<file path="src/rtl/param_univ_shift_reg.sv">
// Universal WIDTH-bit shift/rotate register: load, logical shift, rotate, multi-step commands.
// One step per clock; busy while a multi-step command runs, one-cycle done pulse at completion.
module param_univ_shift_reg #(
   parameter int WIDTH = 8,
   parameter int CNT_W = 4
) (
   input  logic             clk,
   input  logic             reset_in,
   input  logic             start_in,
   input  logic [2:0]       mode_in,
   input  logic [CNT_W-1:0] amount_in,
   input  logic [WIDTH-1:0] d_in,
   input  logic             serial_l_in,
   input  logic             serial_r_in,
   output logic [WIDTH-1:0] q_out,
   output logic             carry_out,
   output logic             busy_out,
   output logic             done_out
);

   typedef enum logic {IDLE, SHIFT} state_t;

   localparam logic [2:0] M_LOAD = 3'b001;
   localparam logic [2:0] M_SHR  = 3'b010;
   localparam logic [2:0] M_SHL  = 3'b011;
   localparam logic [2:0] M_ROR  = 3'b100;
   localparam logic [2:0] M_ROL  = 3'b101;

   state_t           state, state_nxt;
   logic [WIDTH-1:0] q_nxt, step_q;
   logic             carry_nxt, step_c, done_nxt;
   logic [2:0]       mode_q, mode_nxt, step_mode;
   logic [CNT_W-1:0] remain, remain_nxt;
   logic             is_step_mode;

   assign busy_out     = (state == SHIFT);
   assign step_mode    = (state == SHIFT) ? mode_q : mode_in;
   assign is_step_mode = (mode_in inside {M_SHR, M_SHL, M_ROR, M_ROL});

   // Single step of the selected operation applied to the current contents.
   always_comb begin
      step_q = q_out;
      step_c = carry_out;
      case (step_mode)
         M_SHR: begin step_q = {serial_l_in, q_out[WIDTH-1:1]}; step_c = q_out[0];       end
         M_SHL: begin step_q = {q_out[WIDTH-2:0], serial_r_in}; step_c = q_out[WIDTH-1]; end
         M_ROR: begin step_q = {q_out[0], q_out[WIDTH-1:1]};    step_c = q_out[0];       end
         M_ROL: begin step_q = {q_out[WIDTH-2:0], q_out[WIDTH-1]}; step_c = q_out[WIDTH-1]; end
         default: ;
      endcase
   end

   always_comb begin
      state_nxt  = state;
      q_nxt      = q_out;
      carry_nxt  = carry_out;
      done_nxt   = 1'b0;
      mode_nxt   = mode_q;
      remain_nxt = remain;
      case (state)
         IDLE: begin
            if (start_in) begin
               if (mode_in == M_LOAD) begin
                  q_nxt    = d_in;
                  done_nxt = 1'b1;
               end else if (is_step_mode && (amount_in != '0)) begin
                  q_nxt      = step_q;
                  carry_nxt  = step_c;
                  mode_nxt   = mode_in;
                  remain_nxt = amount_in - 1'b1;
                  if (amount_in == CNT_W'(1)) done_nxt  = 1'b1;
                  else                        state_nxt = SHIFT;
               end else begin
                  done_nxt = 1'b1;
               end
            end
         end
         SHIFT: begin
            q_nxt      = step_q;
            carry_nxt  = step_c;
            remain_nxt = remain - 1'b1;
            // remain counts steps still owed including this one.
            if (remain == CNT_W'(1)) begin
               state_nxt = IDLE;
               done_nxt  = 1'b1;
            end
         end
         default: state_nxt = IDLE;
      endcase
   end

   always_ff @(posedge clk) begin
      if (reset_in) begin
         state     <= IDLE;
         q_out     <= '0;
         carry_out <= 1'b0;
         done_out  <= 1'b0;
         mode_q    <= '0;
         remain    <= '0;
      end else begin
         state     <= state_nxt;
         q_out     <= q_nxt;
         carry_out <= carry_nxt;
         done_out  <= done_nxt;
         mode_q    <= mode_nxt;
         remain    <= remain_nxt;
      end
   end

endmodule

</file>
<file path="config.mk">
export PLATFORM = sky130hd
export DESIGN_NAME = param_univ_shift_reg
export DESIGN_NICKNAME = d
export VERILOG_FILES = /design/src/rtl/param_univ_shift_reg.sv
export SDC_FILE = /design/constraint.sdc
export NUM_CORES = 1
export LEC_CHECK = 0
export ABC_CLOCK_PERIOD_IN_PS = 1900
export CORE_ASPECT_RATIO = 0.7
export CORE_MARGIN = 2
export CORE_UTILIZATION = 50
export CTS_CLUSTER_DIAMETER = 100
export DETAILED_ROUTE_END_ITERATION = 8
export PLACE_DENSITY = 0.8
export SETUP_SLACK_MARGIN = 0.2
export SLEW_MARGIN = 40
export SYNTH_ARGS = -nofsm -noshare
export SYNTH_HDL_FRONTEND = slang
export SYNTH_SLANG_ARGS = --single-unit
export TNS_END_PERCENT = 10
</file>
<file path="constraint.sdc">
create_clock -name clk -period 1.9 [get_ports clk]
set_input_delay 0.19 -clock clk [delete_from_list [all_inputs] [get_ports clk]]
set_output_delay 0.19 -clock clk [all_outputs]
set_load 0.01 [all_outputs]
</file>
# Word level (Yosys, flattened, before mapping)
# Index checks and enable logic that the tools add are counted.
[word_totals]
wordCells = 60
ff_bits = 18
[op_classes]
n_reduce_logical = 8
n_mux = 27
add_sub_neg = 2
n_eq_ne = 15
n_bitwise = 2
[op_table]
columns = ["cell", "n"]
rows = [
  ["8-bit case mux with 4 select lines", 1],
  ["8-bit two-way mux", 3],
  ["8-bit case mux with 2 select lines", 1],
  ["1-bit two-way mux", 13],
  ["3-bit by 2-bit == test with 1-bit output, second input constant", 4],
  ["3-bit == test, second input constant", 4],
  ["4-bit two-way mux", 3],
  ["4-bit by 1-bit == test with 1-bit output, second input constant", 2],
  ["1-bit case mux with 2 select lines", 4],
  ["4-bit case mux with 2 select lines", 1],
  ["4-bit nonzero test", 2],
  ["4-bit by 1-bit subtractor with 4-bit output, second input constant", 2],
  ["2-bit != test, second input constant", 3],
  ["4-bit AND reduction", 1],
  ["2-bit OR reduction", 2],
  ["3-bit by 1-bit == test with 1-bit output, second input constant", 1],
  ["3-bit two-way mux", 1],
  ["3-bit != test, second input constant", 1],
  ["3-bit AND reduction", 1],
  ["1-bit inverter", 2],
  ["2-bit AND reduction", 1],
  ["1-bit logical AND", 1],
]

# Depth between registers and ports, before layout
[logic_depth]
depth_word = 8
depth_mapped = 7
ltp_nobuf = 6

# Worst setup path before layout
# OpenSTA, ideal clock, no wires.
[synth_timing]
path_type = "input port to flip-flop"
from = "input amount_in[1]"
to = "register q_out[0]"
arrival_time_ns = 1.633
t_required_ns = 1.812
path_buffers = 0
slack_ns = 0.179
stages = 6
setup_time_ns = 0.088
path_cell_list = "inv_1 ha_1 or3b_4 o2111ai_2 mux2_2 a311oi_2"
[synth_between]
elab_chain_len = 4
[synth_lines]
columns = ["item", "line", "rtl"]
rows = [
  ["start: declaration", "11", "input logic [CNT_W-1:0] amount_in,"],
  ["4-bit nonzero test", "66", "end else if (is_step_mode && (amount_in != '0)) begin"],
  ["1-bit logical AND", "66", ""],
  ["3-bit != test (no source line)", "-", ""],
  ["2-bit AND reduction (no source line)", "-", ""],
  ["end signal: assignment", "102", "q_out <= q_nxt;"],
  ["end: declaration", "15", "output logic [WIDTH-1:0] q_out,"],
]
# Every way passes these cells.
# A chain may end at the register's enable or synchronous reset.

# Worst setup path after layout
[layout_timing]
from = "input amount_in[0]"
to = "register q_out[4]"
# The elaborated chain is that of the path after synthesis.

==> results.ini <==
[outcome]
status=complete, no violations

[timing]
finalMaxSlewViolations=0
rsz0062_at_grt=yes
worstMarginPinSlew_ns=0.3786
period_needed_ns=1.678
hold_violations=0
worst_clock_skew_ns=0.002360
slew_headroom_pct=74.58
post-route-period-util_pct=88.31
fmax_ghz=0.5960
final-setup-viol-count=0

[clock_tree]
tritoncts=done
clockRootBuffer=clkbuf_8
cts_buffers=3
clk_path_buf_depth=2
h-tree-depth=1
numClockSinks=18
clock_latency_ns=0.26
cts.hold.buffers_added=0
clkTransAtPathRegs_ns=0.07

[place]
placement.io_buffers=30
dpl_cell_area_sq_um=1804
gp_congestion=0.8698
dpl.hpwl_um=3048

[cells_and_area]
final_net_count=230
antennaDiodeCount=0
area_growth_pct=43.02
drive_gt1_share_pct=24.39
stdcell_area_sq_um=1909

[power]
totalPowerFinal_uw=1184
intPower_uw=804.4
swShare_pct=32.04
power_frac_seq_pct=38.2
power_density_nw_per_um2=619.9
p_clk_share_pct=27.7
ir_worst_vdd_mv=0.5626
leakagePower_uw=0.0007578
pwr-share-comb_pct=34.1
p_sw_uw=379.3

[routing]
first_pass_iters=4
drt_wl_total_um=4007
first_iter_violations=125
drt-wirelength-per-cell_um=16.77
avgViaCountPerCell=5.833
antenna_violating_nets_post_route=0
drc=0
num_vias=1394

[global_routing]
antenna_found_initial=0
grt_overflow_total=0
grt_max_degree=12
grt_pass1_wl_um=6389
grt_use_total_pct=28.25
grt_pass1_vias=1264

[synthesis]
synth_area_sq_um=1335
ys_seq_elements=18
seq_area_frac_synth_pct=26.99
ys.flop_type=dfxtp_1
async_flop_share_pct=0
yosysUniqueCellTypes=51
syn_inst=153
synth_warnings=0
synth-edff-count=0
syn_avg_cell_area_sq_um=8.726
syn_nets=177

[setup_path]
critical_path_required_ns=2.06
critPathLaunchType=input port
cp_cell_sequence=dlygate4sd2_1, inv_1, ha_2, or3b_4, o2111ai_4, buf_4, a21oi_2, a22o_1
slowest_stage=or3b_4
critical-path-max-stage-delay_ns=0.41
end_kind=flip-flop
path_max_fanout=6
cp_data_arrival_time_ns=1.84
criticalPathCategory=input port to flip-flop

[floorplanning]
die_w_um=65.76
start_util_pct=53.48
die_h_um=47.23
coreArea_sq_um=2496
pin_count=31
dieArea_sq_um=3106
num_rows=15

[min_path]
hold_class=input port to flip-flop

[run]
maxCapViolCount=0

-- path summary, 6_finish.rpt --
check / start / to / slack, ns / depth (start not counted)
min reg2reg: carry_out / carry_out / 0.49 / 2
min: mode_in[1] / mode_q[2] / 0.45 / 2
max reg2reg: busy_out / q_out[6] / 0.26 / 5
max: amount_in[0] / q_out[4] / 0.22 / 8
-- kinds of logic after synthesis --
family                     synth area share [%]
muxes                                     10.22
and+or+nand+nor                           21.93
buffers and inverters                     7.872
xor gates and xnor gates                  4.592
AOI/OAI and AO/OA                         24.65
adders and majority gates                 3.749
DFF                                       26.99
-- cells in the final DEF (no fill, tap or decap), types with 5 or more instances in the layout --
cell type and count:
a22o_1 6, nor2_1 11, a21oi_1 5, inv_1 5, clkdlybuf4s50_1 26, mux2i_1 10, nand2_1 15, buf_4 26
o21ai_0 8, a211oi_1 5, dfxtp_1 17
-- final cells by class --
type                       count  area (sq um)
sequential                    18         361.6
tap                           34         42.54
timing repair buffer          57         498.0
fill                         155         586.8
multi-input combinational    119         925.9
clock buffer                   4         55.05
inverter                       7         26.28
-- cells in the mapped netlist (2+ instances only) --
cell type / count / area [sq um]
inv_1: 6 / 22.52
nand3b_1: 3 / 22.52
buf_2: 2 / 10.01
a22o_1: 6 / 52.55
o21ai_0: 9 / 45.04
xor2_1: 5 / 43.79
a211o_1: 2 / 17.52
nand2_1: 15 / 56.30
a31oi_1: 2 / 12.51
nor2_1: 11 / 41.29
buf_6: 5 / 56.30
ha_1: 4 / 50.05
dfxtp_1: 18 / 360.4
nor3_1: 4 / 20.02
nand3_1: 4 / 20.02
xnor2_1: 2 / 17.52
o211ai_1: 2 / 15.01
mux2i_1: 10 / 100.1
mux2_2: 2 / 22.52
a211oi_1: 5 / 37.54
a21oi_1: 6 / 30.03
-- flip-flops by register name, indices dropped and copies added, names as in the netlist --
register,cells
remain,4
q_out,8
carry_out,1
mode_q,3
busy_out,1
done_out,1
-- through the flow --
step / TNS [ns] / setup slack (ns) / cells / util (%) / hold slack, ns
floorplan: 0 / 0.2061 / 153 / - / 0.2685
global placement: -2.055 / -0.2082 / 233 / 72.28 / 0.4588
detailed placement: -3.100 / -0.3161 / 233 / 72.28 / 0.4859
CTS: 0 / 0.2153 / 238 / 75.59 / 0.4437
global route: 0 / 0.1614 / 239 / 76.49 / 0.4659
finish: 0 / 0.2222 / 239 / 76.49 / 0.4481
-- power groups by stage --
stage          registers (uW)  clock network [uW]  logic (uW)
5_1_grt                   455                 351         436
3_3_place_gp              453                   0         371
2_1_floorplan             444                   0         224
3_5_place_dp              457                   0         380
4_1_cts                   449                 330         391
6_report                  452                 328         404
-- critical path: cells and delay by family --
kind	cells	cell delay (ns)
adder cells (fa/ha/maj)	1	0.17
AO/OA/AOI/OAI	3	0.61
AND/OR/NAND/NOR	1	0.41
buffers and inverters	3	0.46
-- metal layers --
layer  global-route usage [%]  up-vias  wire length, um
met2                    44.24       44             1733
li1                         -      675                -
met3                    6.954       11              228
met5                        0        -                0
met1                    39.34      664             1962
met4                    7.500        0               82
-- what timing repair did --
item                       in CTS  in global routing
pin swaps                       1                  2
setup buffers                   1                  1
gates resized for setup        11                  5
setup endpoints to repair      14                  8
No activity file was read; power rests on OpenSTA's default activity.
